`src/rtl/fft384_pkg.sv`:
```
// Shared constants and FSM encoding for the 384-carrier FFT twiddle sequencer.
package fft384_pkg;

    localparam int N_CAR = 384;
    localparam int CW    = 9;
    localparam int SW    = 8;

    typedef enum logic [1:0] {
        ST_IDLE = 2'd0,
        ST_RUN  = 2'd1,
        ST_DONE = 2'd2
    } state_e;

endpackage

```
`src/rtl/lat_align.sv`:
```
// One register stage that lines the last-carrier/last-symbol flags up with
// the twiddle ROM output, which lags its din_vld by one cycle.
module lat_align (
    input  logic clk,
    input  logic n_rst,
    input  logic i_last_car,
    input  logic i_last_sym,
    output logic o_tag_last_car,
    output logic o_tag_last_sym
);

    logic r_tag_last_car;
    logic r_tag_last_sym;

    // Flag delay register matching ROM read latency.
    always_ff @(posedge clk or negedge n_rst) begin
        if (!n_rst) begin
            r_tag_last_car <= 1'b0;
            r_tag_last_sym <= 1'b0;
        end else begin
            r_tag_last_car <= i_last_car;
            r_tag_last_sym <= i_last_sym;
        end
    end

    assign o_tag_last_car = r_tag_last_car;
    assign o_tag_last_sym = r_tag_last_sym;

endmodule

```
`src/rtl/twiddle_seq_384.sv`:
```
// Twiddle ROM address sequencer: walks carriers 0..N_CAR-1 for n_sym symbols
// per burst, honouring stall/abort, and tags the last carrier/symbol.
module twiddle_seq_384 #(
    parameter int N_CAR = fft384_pkg::N_CAR,
    parameter int CW    = fft384_pkg::CW,
    parameter int SW    = fft384_pkg::SW
) (
    input  logic          clk,
    input  logic          n_rst,
    input  logic          start,
    input  logic [SW-1:0] n_sym,
    input  logic          stall,
    input  logic          abort,
    output logic [CW-1:0] rom_num,
    output logic          rom_vld,
    output logic          tag_last_car,
    output logic          tag_last_sym,
    output logic [SW-1:0] sym_idx,
    output logic          busy,
    output logic          done
);

    import fft384_pkg::*;

    state_e        r_state,     w_state_nxt;
    logic [CW-1:0] r_car,       w_car_nxt;
    logic [SW-1:0] r_sym_cnt,   w_sym_cnt_nxt;
    logic [SW-1:0] r_nsym,      w_nsym_nxt;
    logic [CW-1:0] r_rom_num,   w_rom_num_nxt;
    logic [SW-1:0] r_sym_idx,   w_sym_idx_nxt;
    logic          r_rom_vld,   w_rom_vld_nxt;
    logic          r_last_car,  w_last_car_nxt;
    logic          r_last_sym,  w_last_sym_nxt;
    logic          r_busy,      w_busy_nxt;
    logic          r_done,      w_done_nxt;
    logic          w_car_last;
    logic          w_sym_last;

    assign w_car_last = (r_car == CW'(N_CAR - 1));
    assign w_sym_last = (r_sym_cnt == (r_nsym - SW'(1)));

    // Next-state and next-output logic; every output is registered below.
    always_comb begin
        w_state_nxt    = r_state;
        w_car_nxt      = r_car;
        w_sym_cnt_nxt  = r_sym_cnt;
        w_nsym_nxt     = r_nsym;
        w_rom_num_nxt  = r_rom_num;
        w_sym_idx_nxt  = r_sym_idx;
        w_rom_vld_nxt  = 1'b0;
        w_last_car_nxt = 1'b0;
        w_last_sym_nxt = 1'b0;
        w_done_nxt     = 1'b0;
        case (r_state)
            ST_IDLE: begin
                if (start && (n_sym != SW'(0))) begin
                    w_nsym_nxt    = n_sym;
                    w_car_nxt     = CW'(0);
                    w_sym_cnt_nxt = SW'(0);
                    w_sym_idx_nxt = SW'(0);
                    w_state_nxt   = ST_RUN;
                end else if (start) begin
                    w_state_nxt = ST_DONE;
                end else begin
                    w_state_nxt = ST_IDLE;
                end
            end
            ST_RUN: begin
                if (abort) begin
                    w_state_nxt = ST_IDLE;
                end else if (stall) begin
                    w_state_nxt = ST_RUN;
                end else begin
                    w_rom_vld_nxt  = 1'b1;
                    w_rom_num_nxt  = r_car;
                    w_sym_idx_nxt  = r_sym_cnt;
                    w_last_car_nxt = w_car_last;
                    w_last_sym_nxt = w_car_last && w_sym_last;
                    if (w_car_last) begin
                        w_car_nxt     = CW'(0);
                        w_sym_cnt_nxt = r_sym_cnt + SW'(1);
                        w_state_nxt   = w_sym_last ? ST_DONE : ST_RUN;
                    end else begin
                        w_car_nxt = r_car + CW'(1);
                    end
                end
            end
            ST_DONE: begin
                w_done_nxt  = 1'b1;
                w_state_nxt = ST_IDLE;
            end
            default: begin
                w_state_nxt = ST_IDLE;
            end
        endcase
        w_busy_nxt = (w_state_nxt == ST_RUN);
    end

    // State, counter and output registers.
    always_ff @(posedge clk or negedge n_rst) begin
        if (!n_rst) begin
            r_state    <= ST_IDLE;
            r_car      <= CW'(0);
            r_sym_cnt  <= SW'(0);
            r_nsym     <= SW'(0);
            r_rom_num  <= CW'(0);
            r_sym_idx  <= SW'(0);
            r_rom_vld  <= 1'b0;
            r_last_car <= 1'b0;
            r_last_sym <= 1'b0;
            r_busy     <= 1'b0;
            r_done     <= 1'b0;
        end else begin
            r_state    <= w_state_nxt;
            r_car      <= w_car_nxt;
            r_sym_cnt  <= w_sym_cnt_nxt;
            r_nsym     <= w_nsym_nxt;
            r_rom_num  <= w_rom_num_nxt;
            r_sym_idx  <= w_sym_idx_nxt;
            r_rom_vld  <= w_rom_vld_nxt;
            r_last_car <= w_last_car_nxt;
            r_last_sym <= w_last_sym_nxt;
            r_busy     <= w_busy_nxt;
            r_done     <= w_done_nxt;
        end
    end

    lat_align u_lat_align (
        .clk            (clk),
        .n_rst          (n_rst),
        .i_last_car     (r_last_car),
        .i_last_sym     (r_last_sym),
        .o_tag_last_car (tag_last_car),
        .o_tag_last_sym (tag_last_sym)
    );

    assign rom_num = r_rom_num;
    assign rom_vld = r_rom_vld;
    assign sym_idx = r_sym_idx;
    assign busy    = r_busy;
    assign done    = r_done;

endmodule

```
`config.mk`:
```
export PLATFORM = sky130hd
export DESIGN_NAME = twiddle_seq_384
export DESIGN_NICKNAME = d
export VERILOG_FILES = /design/src/rtl/fft384_pkg.sv /design/src/rtl/lat_align.sv /design/src/rtl/twiddle_seq_384.sv
export SDC_FILE = /design/constraint.sdc
export NUM_CORES = 1
export LEC_CHECK = 0
export CORE_MARGIN = 4
export CORE_UTILIZATION = 45
export CTS_CLUSTER_SIZE = 20
export DETAILED_ROUTE_END_ITERATION = 16
export PLACE_DENSITY = 0.75
export SETUP_SLACK_MARGIN = 0.15
export SYNTH_ARGS = -nofsm -noshare
export SYNTH_HDL_FRONTEND = slang
export SYNTH_SLANG_ARGS = --single-unit
export TNS_END_PERCENT = 10
```
`constraint.sdc`:
```
create_clock -name clk -period 4.6 [get_ports clk]
set_clock_uncertainty 0.2 [all_clocks]
set_input_delay 1.15 -clock clk [delete_from_list [all_inputs] [get_ports clk]]
set_output_delay 1.15 -clock clk [all_outputs]
set_load 0.01 [all_outputs]
```
==> reports/metrics.yaml, run 1 <==
synthArstFlopShare: 1.000
ctsHoldBuffers: 0
nNetsFinal: 306
cts_repair_resize_count: 0
arrival_ns: 3.31
numCtsBuffers: 5
slowest_delay_ns: 0.56
cp-start-kind: "input pin"
wl_per_cell_um: 13.30
wirelength_um: 4788
dp_cells: 353
intPower_mw: 0.7042
clk_latency_ns: 0.29
worst_pin_slew_ns: 1.083
hold_viol_final: 0
clock_path_buffers: 2
dieWidth_um: 81.39
p_sw_mw: 0.2974
synth_cells: 258
core_sq_um: 5172
p_clk_frac: 0.255
die_y_um: 81.39
clock-root-buffer: "clkbuf_8"
cts_max_level: 2
multi_input_area_sq_um: 1059
post-route-min-period_ns: 3.305
netlist-cell-type-count: 45
fmax_mhz: 302.5
layout-drive-gt1-share: 0.05517
avgSynthCellArea_sq_um: 9.394
grt_max_degree: 52
layout_common_cells: "nand2_1 (71), dfrtp_1 (51), clkdlybuf4s50_1 (33)"
clock_sinks: 51
grt_antenna_before_repair: 0
drv_slew: 0
num_vias: 1864
num_rows: 26
setup_viol: 0
drc: 0
place_congestion: 0.8635
grt_pass1_wl_um: 8093
fin_setup_tns_ns: 0
grt.total_usage: 0.1567
comb_power_share: 0.213
rsz0062_at_grt: "no"
hpwl_um: 3373
seq_area_sq_um: 1276
start_util: 0.4686
vias_per_cell: 5.178
critPathSlowestCell: "or4_4"
cp_cell_sequence: "clkdlybuf4s50_1, or4_4, o21a_1, nor2_4, o21ai_0, o31ai_1"
vdd_drop_max_uv: 161.3
ant_nets: 0
ys_ff_latch: 51
die_area_sq_um: 6624
powerDensity_nw_per_um2: 347.4
r2r_slack_ns: 2.18
layout.cells.non_filler: 360
max-slew-margin-rel: 0.2779
cts_tree: "done"
synth_fp_nets: 274
seqPwrFrac: 0.532
p_leak_nw: 1.296
drtIter0Drc: 95
layout_commonest_cell: "nand2_1"
synth_ff_type: "dfrtp_1"
clkSlewWorstSetupHoldPaths_ns: 0.09
postCtsSetupBuffers: 0
num-fill-cells: 466
grt-ovfl-total: 0
diodes: 0
grt_pass1_vias: 1696
status: "completed"
syn2layout_area_growth_pct: 18.95
io_buffers: 34
hold_class: "register to register"
max_cap_viol_count: 0
fin_crit_sh: 0.7185
setup.worst_path.end_class: "register"
critical_path_class: "input pin to register"
ios: 35
synth_edf_count: 0
netlist_area_sq_um: 2424
dr.pass1.iters: 4
yosysWarnings: 0
required_ns: 4.60
switching_share: 0.2969
synth-seq-area-share: 0.5266
path_max_fanout: 24
flip-flops by register name, summed over array words and instances, names as in the netlist:
register	flops
u_lat_align.o_tag_last_car	1
sym_idx	8
r_car	9
r_state	2
rom_num	9
u_lat_align.o_tag_last_sym	1
rom_vld	1
done	1
r_nsym	8
r_last_sym	1
busy	1
r_sym_cnt	8
r_last_car	1
final cells by class:
type                    count  area share
inverters                   4    0.005208
clock buffers               6     0.02865
clock inverters             1    0.001736
flip-flops and latches     51      0.4427
repair buffers             37      0.1241
multi-input cells         191      0.3672
well taps                  70     0.03038
Yosys cell counts (2+ instances only):
cell type	n	share of area
xnor2_1	8	0.029
nand2_1	71	0.11
nor2_1	13	0.020
dfrtp_1	51	0.53
nor3b_1	2	0.0062
buf_2	3	0.0062
clkbuf_1	4	0.0062
nor2b_1	3	0.0077
xor2_1	8	0.029
o21ai_1	2	0.0041
o2111ai_1	3	0.011
buf_4	2	0.0062
inv_1	3	0.0046
nor4_1	2	0.0052
o31a_1	2	0.0072
or3_1	3	0.0077
o41ai_1	2	0.0072
ha_1	3	0.015
and3_1	7	0.018
a21oi_1	3	0.0062
o211ai_1	4	0.012
o21ai_0	24	0.050
mux2i_1	2	0.0083
a31oi_1	2	0.0052
or4_4	2	0.0093
and2_1	2	0.0052
nand2b_1	3	0.0077
nor3_1	3	0.0062
nand3_1	5	0.010
per-stage QoR:
stage	cell area, sq um	utilization	hold slack (ns)	setup WS, ns	power (mW)
CTS	2883	0.5573	0.1564	1.335	1.007
global route	2883	0.5573	0.1644	1.147	1.059
global placement	2795	0.5404	0.1347	1.077	0.7483
floorplan	2424	-	0.1312	1.725	0.6794
finish	2883	0.5573	0.1542	1.295	1.002
detailed placement	2795	0.5404	0.1364	1.014	0.7549
layer usage:
metal / up-vias / global-route usage / wire length [um]
met2: 41 / 0.2402 / 2199
met4: 0 / 0.03041 / 8
met1: 875 / 0.2292 / 2385
met3: 2 / 0.03326 / 195
li1: 946 / - / -
met5: - / 0 / 0
path summary, 6_finish.rpt:
check,start,endpoint,cells past startpoint
max in group asynchronous,n_rst,sym_idx[0],1
setup / recovery,n_sym[1],r_car[7],6
min in group asynchronous,n_rst,r_nsym[0],1
setup reg to reg,r_car[0],r_sym_cnt[0],7
hold / removal,r_last_sym,u_lat_align.o_tag_last_sym,0
hold reg to reg,r_last_sym,u_lat_align.o_tag_last_sym,0
critical path: cells and delay by family:
kind | cells | cell delay, ns
and+or+nand+nor | 2 | 1.04
AOI/OAI and AO/OA | 3 | 0.67
buffers and inverters | 1 | 0.43
logic make-up after synthesis:
kind of cell,share of synthesized area
xor gates and xnor gates,0.05782
adders and majority gates,0.01549
buffers and inverters,0.03664
DFF,0.5266
muxes,0.008261
AOI/OAI and AO/OA,0.1218
and+or+nand+nor,0.2334
power by group through the flow:
stage	Combinational [mW]	Clock (mW)	Sequential [mW]
CTS	0.215	0.260	0.532
detailed placement	0.214	0	0.541
global route	0.242	0.278	0.540
finish	0.213	0.255	0.533
floorplan	0.147	0	0.532
global placement	0.209	0	0.539
Note: power is estimated with default switching activity, not from simulation.
==> run 2: changes to the inputs <==
--- a/config.mk
+++ b/config.mk
@@ -9,7 +9,7 @@
 export CORE_UTILIZATION = 45
 export CTS_CLUSTER_SIZE = 20
 export DETAILED_ROUTE_END_ITERATION = 16
-export PLACE_DENSITY = 0.75
+export PLACE_DENSITY = 0.78
 export SETUP_SLACK_MARGIN = 0.15
 export SYNTH_ARGS = -nofsm -noshare
 export SYNTH_HDL_FRONTEND = slang
==> constraint.sdc (replaced) <==
create_clock -name clk -period 2.9 [get_ports clk]
set_clock_uncertainty 0.2 [all_clocks]
set_input_delay 0.725 -clock clk [delete_from_list [all_inputs] [get_ports clk]]
set_output_delay 0.725 -clock clk [all_outputs]
set_load 0.01 [all_outputs]
==> run 2 against run 1 <==
Worst hold slack hardly changed; routed wire length increased by 4.6%; first-iteration DRC count increased by 35%; total power rose by 78%; via count rose by 3.9%; critical endpoint is now r_sym_cnt[6].
==> reports/metrics.yaml, run 2 (synthesis gave the netlist of run 1 again) <==
diodes: 0  # unchanged
p_total_mw: 1.785  # +78%
dieWidth_um: 81.39  # unchanged
layout_commonest_cell: "nand2_1"
worstRegToRegCells: 5  # -2
arrival_ns: 2.62  # -0.69 ns
critPathBufInv: 2  # +1
clock-root-buffer: "clkbuf_8"
hold_class: "register to register"
worst_pin_slew_ns: 0.6395  # -0.4437 ns
critical_path_class: "input pin to register"
max-slew-margin-rel: 0.5737  # +0.2958
ant_nets: 0  # unchanged
slowest_delay_ns: 0.54  # -0.02 ns
num_vias: 1936  # +3.9%
crit_end: "r_sym_cnt[6]"
drc: 0  # unchanged
layout.cells.non_filler: 373  # +3.6%
wl_met1_um: 2326  # -2.5%
path_max_fanout: 7  # -71%
nNetsFinal: 318  # +3.9%
cts_tree: "done"
met3_wirelength_um: 332  # +70%
clock_sinks: 51  # unchanged
fin_crit_sh: 0.9039
max_cap_viol_count: 0  # unchanged
vias_per_cell: 5.190  # +0.24%
r2r_slack_ns: 0.47  # -1.71 ns
status: "completed"
critPathSlowestCell: "or4_4"
dp_cells: 365  # +3.4%
fmax_mhz: 381.5
vdd_drop_max_uv: 354.2  # +120%
ios: 35  # unchanged
cp_cell_sequence: "clkdlybuf4s50_1, or4_4, o21a_2, buf_4, o2111ai_1, xor2_1, nor2_1"
routed.top_layer: "met4"
start_util: 0.4686  # unchanged
crit_cells: 7  # +1
critPathTopFamily: "simple AND/OR/NAND/NOR gates"
core_sq_um: 5172  # unchanged
p_leak_nw: 1.370  # +5.8%
die_y_um: 81.39  # unchanged
grt.total_usage: 0.1694  # +0.01270
route.met2.wl_um: 2232  # +1.5%
hpwl_um: 3480  # +3.2%
regToRegEndpoint: "r_state[0]"
powerDensity_nw_per_um2: 590.6  # +70%
layout-drive-gt1-share: 0.09901  # +0.04384
post-route-min-period_ns: 2.621
drv_slew: 0  # unchanged
dr.pass1.iters: 4  # unchanged
syn2layout_area_growth_pct: 24.73
clk_latency_ns: 0.31  # +0.02 ns
cp-start-kind: "input pin"
die_area_sq_um: 6624  # unchanged
grt_antenna_before_repair: 0  # unchanged
wirelength_um: 5006  # +4.6%
required_ns: 2.90  # -1.70 ns
rsz0062_at_grt: "no"
clkSlewWorstSetupHoldPaths_ns: 0.09  # about the same
setup_viol: 0  # unchanged
drtIter0Drc: 128  # +35%
io_buffers: 34  # unchanged
hold_viol_final: 0  # unchanged
numCtsBuffers: 5  # unchanged
clock_path_buffers: 2  # unchanged
layout_common_cells: "nand2_1 (71), dfrtp_1 (51), clkdlybuf4s50_1 (33)"
reg2reg_from: "r_car[0]"
grt-ovfl-total: 0  # unchanged
grt_pass1_wl_um: 8604  # +6.3%
grt_pass1_vias: 1832  # +8.0%
startpoint: "n_sym[5]"
grt_max_degree: 52  # unchanged
postCtsSetupBuffers: 0  # unchanged
num_rows: 26  # unchanged
wl_per_cell_um: 13.42  # +0.91%
place_congestion: 0.8340  # -3.4%
cts_max_level: 2  # unchanged
setup.worst_path.end_class: "register"
==> run 2: cell types whose count changed in the layout (fill, tap and decap cells not counted) <==
cell,delta
buf_4,+12
bufinv_16,+2
clkbuf_8,-1
clkinv_2,-1
clkinvlp_4,+1
o21a_1,-1
o21a_2,+1
==> run 2: worst min path at each step <==
| stage | start | end | slack [ns] | cells after the start |
|---|---|---|---|---|
| 3_3_place_gp | r_last_sym | u_lat_align.o_tag_last_sym | 0.13 | 0 |
| 5_1_grt | r_last_car | u_lat_align.o_tag_last_car | 0.17 | 0 |
| 4_1_cts | r_last_car | u_lat_align.o_tag_last_car | 0.16 | 0 |
| 2_1_floorplan | r_last_car | u_lat_align.o_tag_last_car | 0.13 | 0 |
| 6_report | r_last_car | u_lat_align.o_tag_last_car | 0.15 | 0 |
| 3_5_place_dp | r_last_car | u_lat_align.o_tag_last_car | 0.13 | 0 |
==> run 2: what timing repair did <==
action                     CTS  global route
resized for setup            0             1
setup endpoints to repair    0             2
hold buffers                 0             0
==> run 2: worst register-to-register path: stages (launching register included) <==
cell and delay, ns:
dfrtp_1 0.45, ha_1 0.24, nand3_1 0.16, or4_1 0.62
or3_1 0.41, o31a_1 0.25
==> run 2: power breakdown <==
part / leakage, nW / switching, mW / internal (mW)
Combinational: 0.615 / 0.187 / 0.175
Sequential: 0.691 / 0.0732 / 0.772
Clock: 0.0644 / 0.234 / 0.344
==> run 2: through the flow <==
stage               cell area (sq um)   TNS, ns  hold slack (ns)  setup slack [ns]  utilization
floorplan                        2424         0           0.1312            0.4505            -
global placement                 2885  -0.01665           0.1322         -0.008389       0.5578
detailed placement               2885   -0.3198           0.1347          -0.07872       0.5578
CTS                              3022         0           0.1559            0.2355       0.5842
global route                     3023         0           0.1669            0.1774       0.5844
finish                           3023         0           0.1540            0.2787       0.5844
==> run 2: layout make-up <==
class | instances | area (sq um)
clock inverter | 3 | 67.56
tap | 70 | 87.58
fill | 444 | 2150
clock buffer | 5 | 68.82
timing repair buffer | 49 | 447.9
multi-input combinational | 191 | 1060
sequential | 51 | 1276
inverter | 4 | 15.01
==> run 2: routing by layer <==
layer	track usage	up-vias
met3	0.03659	10
met2	0.2565	68
met1	0.2328	889
li1	-	969
met4	0.07432	0
met5	0	-
==> patch 1 (config.mk and constraints of run 1) <==
Reset style: synchronous (`n_rst`), changed in 2 clocked blocks.
--- a/src/rtl/lat_align.sv
+++ b/src/rtl/lat_align.sv
@@ -13,7 +13,7 @@
     logic r_tag_last_sym;
 
     // Flag delay register matching ROM read latency.
-    always_ff @(posedge clk or negedge n_rst) begin
+    always_ff @(posedge clk) begin
         if (!n_rst) begin
             r_tag_last_car <= 1'b0;
             r_tag_last_sym <= 1'b0;
--- a/src/rtl/twiddle_seq_384.sv
+++ b/src/rtl/twiddle_seq_384.sv
@@ -97,7 +97,7 @@
     end
 
     // State, counter and output registers.
-    always_ff @(posedge clk or negedge n_rst) begin
+    always_ff @(posedge clk) begin
         if (!n_rst) begin
             r_state    <= ST_IDLE;
             r_car      <= CW'(0);
Formal check against the unedited RTL: differs if n_rst is asserted again (counterexample within 4 cycles, from zero or initial values and one cycle with n_rst low); with n_rst held inactive, the same outputs for 10 cycles.
==> patch 1 against run 1 <==
Register-to-register slack better by 40 ps. Sequential cell count did not move. Sequential share of layout area fell by 8.9 points. Fmax rose by 7.2%. Final cell count grew 6.4%. Count of clock-buffer cells in the layout shrank 1. Setup slack improved by 220 ps. Design area rose by 0.17%. Area after synthesis fell by 1.8%. Routed wire length grew 8.5%. First-iteration DRC count increased by 24%.
Power is not compared: it rests on default switching activity, and its combinational part moved more than twofold at a synthesized area within 25%.
==> patch 1: results (changes against run 1) <==
Place
  • Detailed Place HPWL: 3.75 mm (+11%)
  • Placed cell count: 376 (+6.5%)
  • Placement Setup Slack: 1230 ps (+219 ps)
  • Final GP Congestion: 0.898 (+4.0%)
  • Placed inst area: 2780 sq um (-0.49%)

Setup path
  • Largest fanout on the critical path: 11 (-54%)
  • Max stage delay on crit path: 540 ps (-20 ps)
  • Slowest-stage cell, CP: or4_1

Synth
  • Sequential-to-total area share from yosys stat: 42.9% (-9.8 points)
  • Ys flop type: dfxtp_1
  • Syn Nets: 297 (+8.4%)
  • Top post-synthesis cells by count: nand2_1 (52), dfxtp_1 (51), a21boi_1 (29)
  • FFs w/ async S/R, synth: 0% (-100 points)
  • Mapped Cells: 281 (+8.9%)
  • Dominant cells by area after synthesis: dfxtp_1 (43%), a21boi_1 (9.1%), nand2_1 (8.2%), xor2_1 (2.9%), nor2_1 (2.8%)
  • Library cells used by synthesis: 47 (+4.4%)

Routing
  • Routed wl met3: 280 um (+44%)
  • DRT Wirelength: 5.19 mm (+8.5%)
  • Wl on met1: 2.56 mm (+7.1%)
  • Vias: 2053 (+10%)
  • Initial drt markers: 118 (+24%)
  • Routed met2 length: 2.28 mm (+3.9%)
  • WL/cell: 13.6 um (+1.9%)

Cells and area
  • FF+latch area: 1020 sq um (-20%)
  • Multi-input gate count: 214 (+12%)
  • Non-Filler Cell Area, Final: 2890 sq um (+0.17%)
  • Nets: 329 (+7.5%)
  • Ratio of cells with drive above 1 in the final layout: 5.75% (+0.23 points)
  • FFs & Latches: 51 (unchanged)
  • Inverters: 3 (-1)
  • FILL cells: 492 (+5.6%)
  • Clock-cell share: 3.68% (+0.64 points)
  • Clkbuf count: 5 (-1)
  • Buffering overhead: 12.8% (+0.41 points)
  • Multi-input gate share of total cell area: 44.7% (+8.0 points)
  • Buffers excl. clock: 38 (+2.7%)

Min path
  • Worst Hold Class: flip-flop to flip-flop

Timing
  • Worst Hold Slack: 239 ps (+85.2 ps)
  • Worst slew pin tran: 808 ps (-275 ps)

Clocking
  • Clk_lat worst skew: 320 ps (+30 ps)
  • Maximum buffer depth of the clock tree: 2 (unchanged)
  • H-tree depth: 2 (unchanged)
  • Post-cts sizing count: 0 (unchanged)

Global routing
  • Initial antenna violation count: 0 (unchanged)
  • Pin count of the biggest net entering global routing: 31 (-40%)
  • Vias in the first global route: 1896 (+12%)
  • Met2 Usage GRT: 26.7% (+2.6 points)
  • Grt met3 use: 4.26% (+0.93 points)
  • GRT Total Usage: 17.2% (+1.5 points)
  • Grt met1 use: 23.4% (+0.46 points)
  • Global-route wire length before repair: 8.76 mm (+8.2%)

Pwr
  • Switching Share: 24.7%
  • Sequential group share of total power: 53.2%

Status
  • Status: finished, final reports clean

Floorplanning
  • Die footprint: 6520 sq um (-1.6%)
## patch 1: path summary, 6_finish.rpt
kind / start / endpoint / slack, ps / depth (start not counted)
worst max-delay path: start / r_sym_cnt[7]$_SDFFE_PN0P_ / 1520 / 7
worst min register to register: r_last_sym$_SDFF_PP0_ / u_lat_align.o_tag_last_sym$_SDFF_PN0_ / 240 / 1
worst max register to register: r_car[0]$_SDFFE_PN0P_ / r_sym_cnt[7]$_SDFFE_PN0P_ / 2220 / 6
worst min-delay path: r_last_sym$_SDFF_PP0_ / u_lat_align.o_tag_last_sym$_SDFF_PN0_ / 240 / 1
## patch 1: kinds of logic (layout without fill, tap and decap cells)
family	Yosys count	after routing	synth area share [%]
AOI/OAI and AO/OA	74	74	21.2
buffers and inverters	16	48	2.84
muxes	1	1	0.421
xor gates and xnor gates	14	14	5.15
adders and majority gates	3	3	1.58
DFF	51	51	42.9
and+or+nand+nor	122	122	25.9
==> patch 2 (settings of run 1) <==
Without the edit above. `CW`: 9 -> 18.
--- a/src/rtl/fft384_pkg.sv
+++ b/src/rtl/fft384_pkg.sv
@@ -2,7 +2,7 @@
 package fft384_pkg;
 
     localparam int N_CAR = 384;
-    localparam int CW    = 9;
+    localparam int CW    = 18;
     localparam int SW    = 8;
 
     typedef enum logic [1:0] {
Ports: changed (resized rom_num); port bits go from 35 to 44. No check against the original RTL was run, so the function may have changed too.
==> patch 2 against run 1 <==
Total power rose by 44%. Design area rose by 36%. Sequential power rose by 37%. Setup slack got worse by 73 ps. Highest routed layer unchanged. Sequential cell count rose by 18. Area after synthesis rose by 34%. Fmax fell by 2.2%. Routed wire length rose by 36%. Non-clock buffer count rose by 10. Clock power rose by 66%. Core utilization rose by 0.92 points. Via count rose by 30%.
==> patch 2: results (changes against run 1) <==
Status
  • Status: finished, final reports clean

Cells and area
  • Nets: 367 (+20%)
  • FILL cells: 608 (+30%)

Clocking
  • Number of CTS-inserted buffers: 9 (+4)
  • H-tree depth: 3 (+1)
  • Clock transition at the registers of the reported paths: 70 ps (-20 ps)

Place
  • Final GP Congestion: 0.850 (-1.6%)
  • Placed cell count: 436 (+24%)
  • IO buf count: 43 (+26%)
  • Placement Setup Slack: 864 ps (-149 ps)
  • Detailed Place HPWL: 4.55 mm (+35%)

Routing
  • Vias/cell: 5.40 (+4.2%)
  • DR pass1 iterations: 4 (unchanged)
  • DRT Wirelength: 6.50 mm (+36%)
  • WL/cell: 14.4 um (+8.6%)

Setup path
  • Crit path arrival time: 3440 ps (+130 ps)
  • Slowest-stage cell, CP: a21boi_4
  • Largest fanout on the critical path: 17 (-29%)

Timing
  • Worst slew pin tran: 837 ps (-246 ps)

Synth
  • Sequential-to-total area share from yosys stat: 53.3% (+0.66 points)
  • Library cells used by synthesis: 48 (+6.7%)
  • Mapped Cells: 306 (+19%)
  • Top post-synthesis cells by count: dfrtp_1 (69), nand2_1 (40), o21ai_1 (39)

Global routing
  • Grt met1 use: 21.9% (-1.0 points)
  • Pin count of the biggest net entering global routing: 41 (-21%)
  • Global-route wire length before repair: 11.4 mm (+41%)
  • GRT Total Usage: 16.6% (+0.96 points)
  • Vias in the first global route: 2444 (+44%)
  • Met2 Usage GRT: 26.4% (+2.4 points)

Pwr
  • Leak Pwr: 1.72 nW (+32%)
patch 2: area by class of cell:
| class | count | area [sq um] | share of cell area, % |
|---|---|---|---|
| clock buffers | 12 | 155 | 3.97 |
| clock inverters | 2 | 10.0 | 0.256 |
| inverters | 4 | 15.0 | 0.384 |
| multi-input cells | 220 | 1430 | 36.6 |
| flip-flops and latches | 69 | 1730 | 44.1 |
| well taps | 96 | 120 | 3.07 |
| repair buffers | 47 | 455 | 11.6 |
patch 2: kinds of logic after synthesis:
logic type	synth area share [%]
mux	9.31
simple gates	19.0
buf+inv	2.59
xor+xnor	4.33
fa+ha+maj	1.16
compound gates	10.3
flops	53.3
patch 2: final timing paths:
path,slack (ps),end,cells past startpoint,from
worst min-delay path,150,u_lat_align.o_tag_last_car$_DFF_PN0_,0,r_last_car$_DFF_PN0_
worst max-delay path,1220,r_car[12]$_DFFE_PN0P_,8,start
min in group asynchronous,710,rom_num[3]$_DFFE_PN0P_,1,n_rst
worst max register to register,1980,r_car[12]$_DFFE_PN0P_,8,r_car[0]$_DFFE_PN0P_
worst min register to register,150,u_lat_align.o_tag_last_car$_DFF_PN0_,0,r_last_car$_DFF_PN0_
max in group asynchronous,2570,r_car[15]$_DFFE_PN0P_,2,n_rst
patch 2: routing by layer:
layer,part of all wire [%],wire length [um]
met3,4.4,286
met5,0,0
met2,46,3020
met4,1.7,111
met1,47,3080
patch 2: worst reg2reg max path, cell delays in order (launching register included):
cell and delay, ps:
dfrtp_1 440, ha_1 260, and4_1 240, and2_2 220
a31o_2 360, nor2_1 350, buf_4 240, nand4_1 100
o21ai_1 150
patch 2: power breakdown:
group	internal, mW	switching [mW]
clock network	0.217	0.207
logic	0.141	0.149
registers	0.667	0.0626
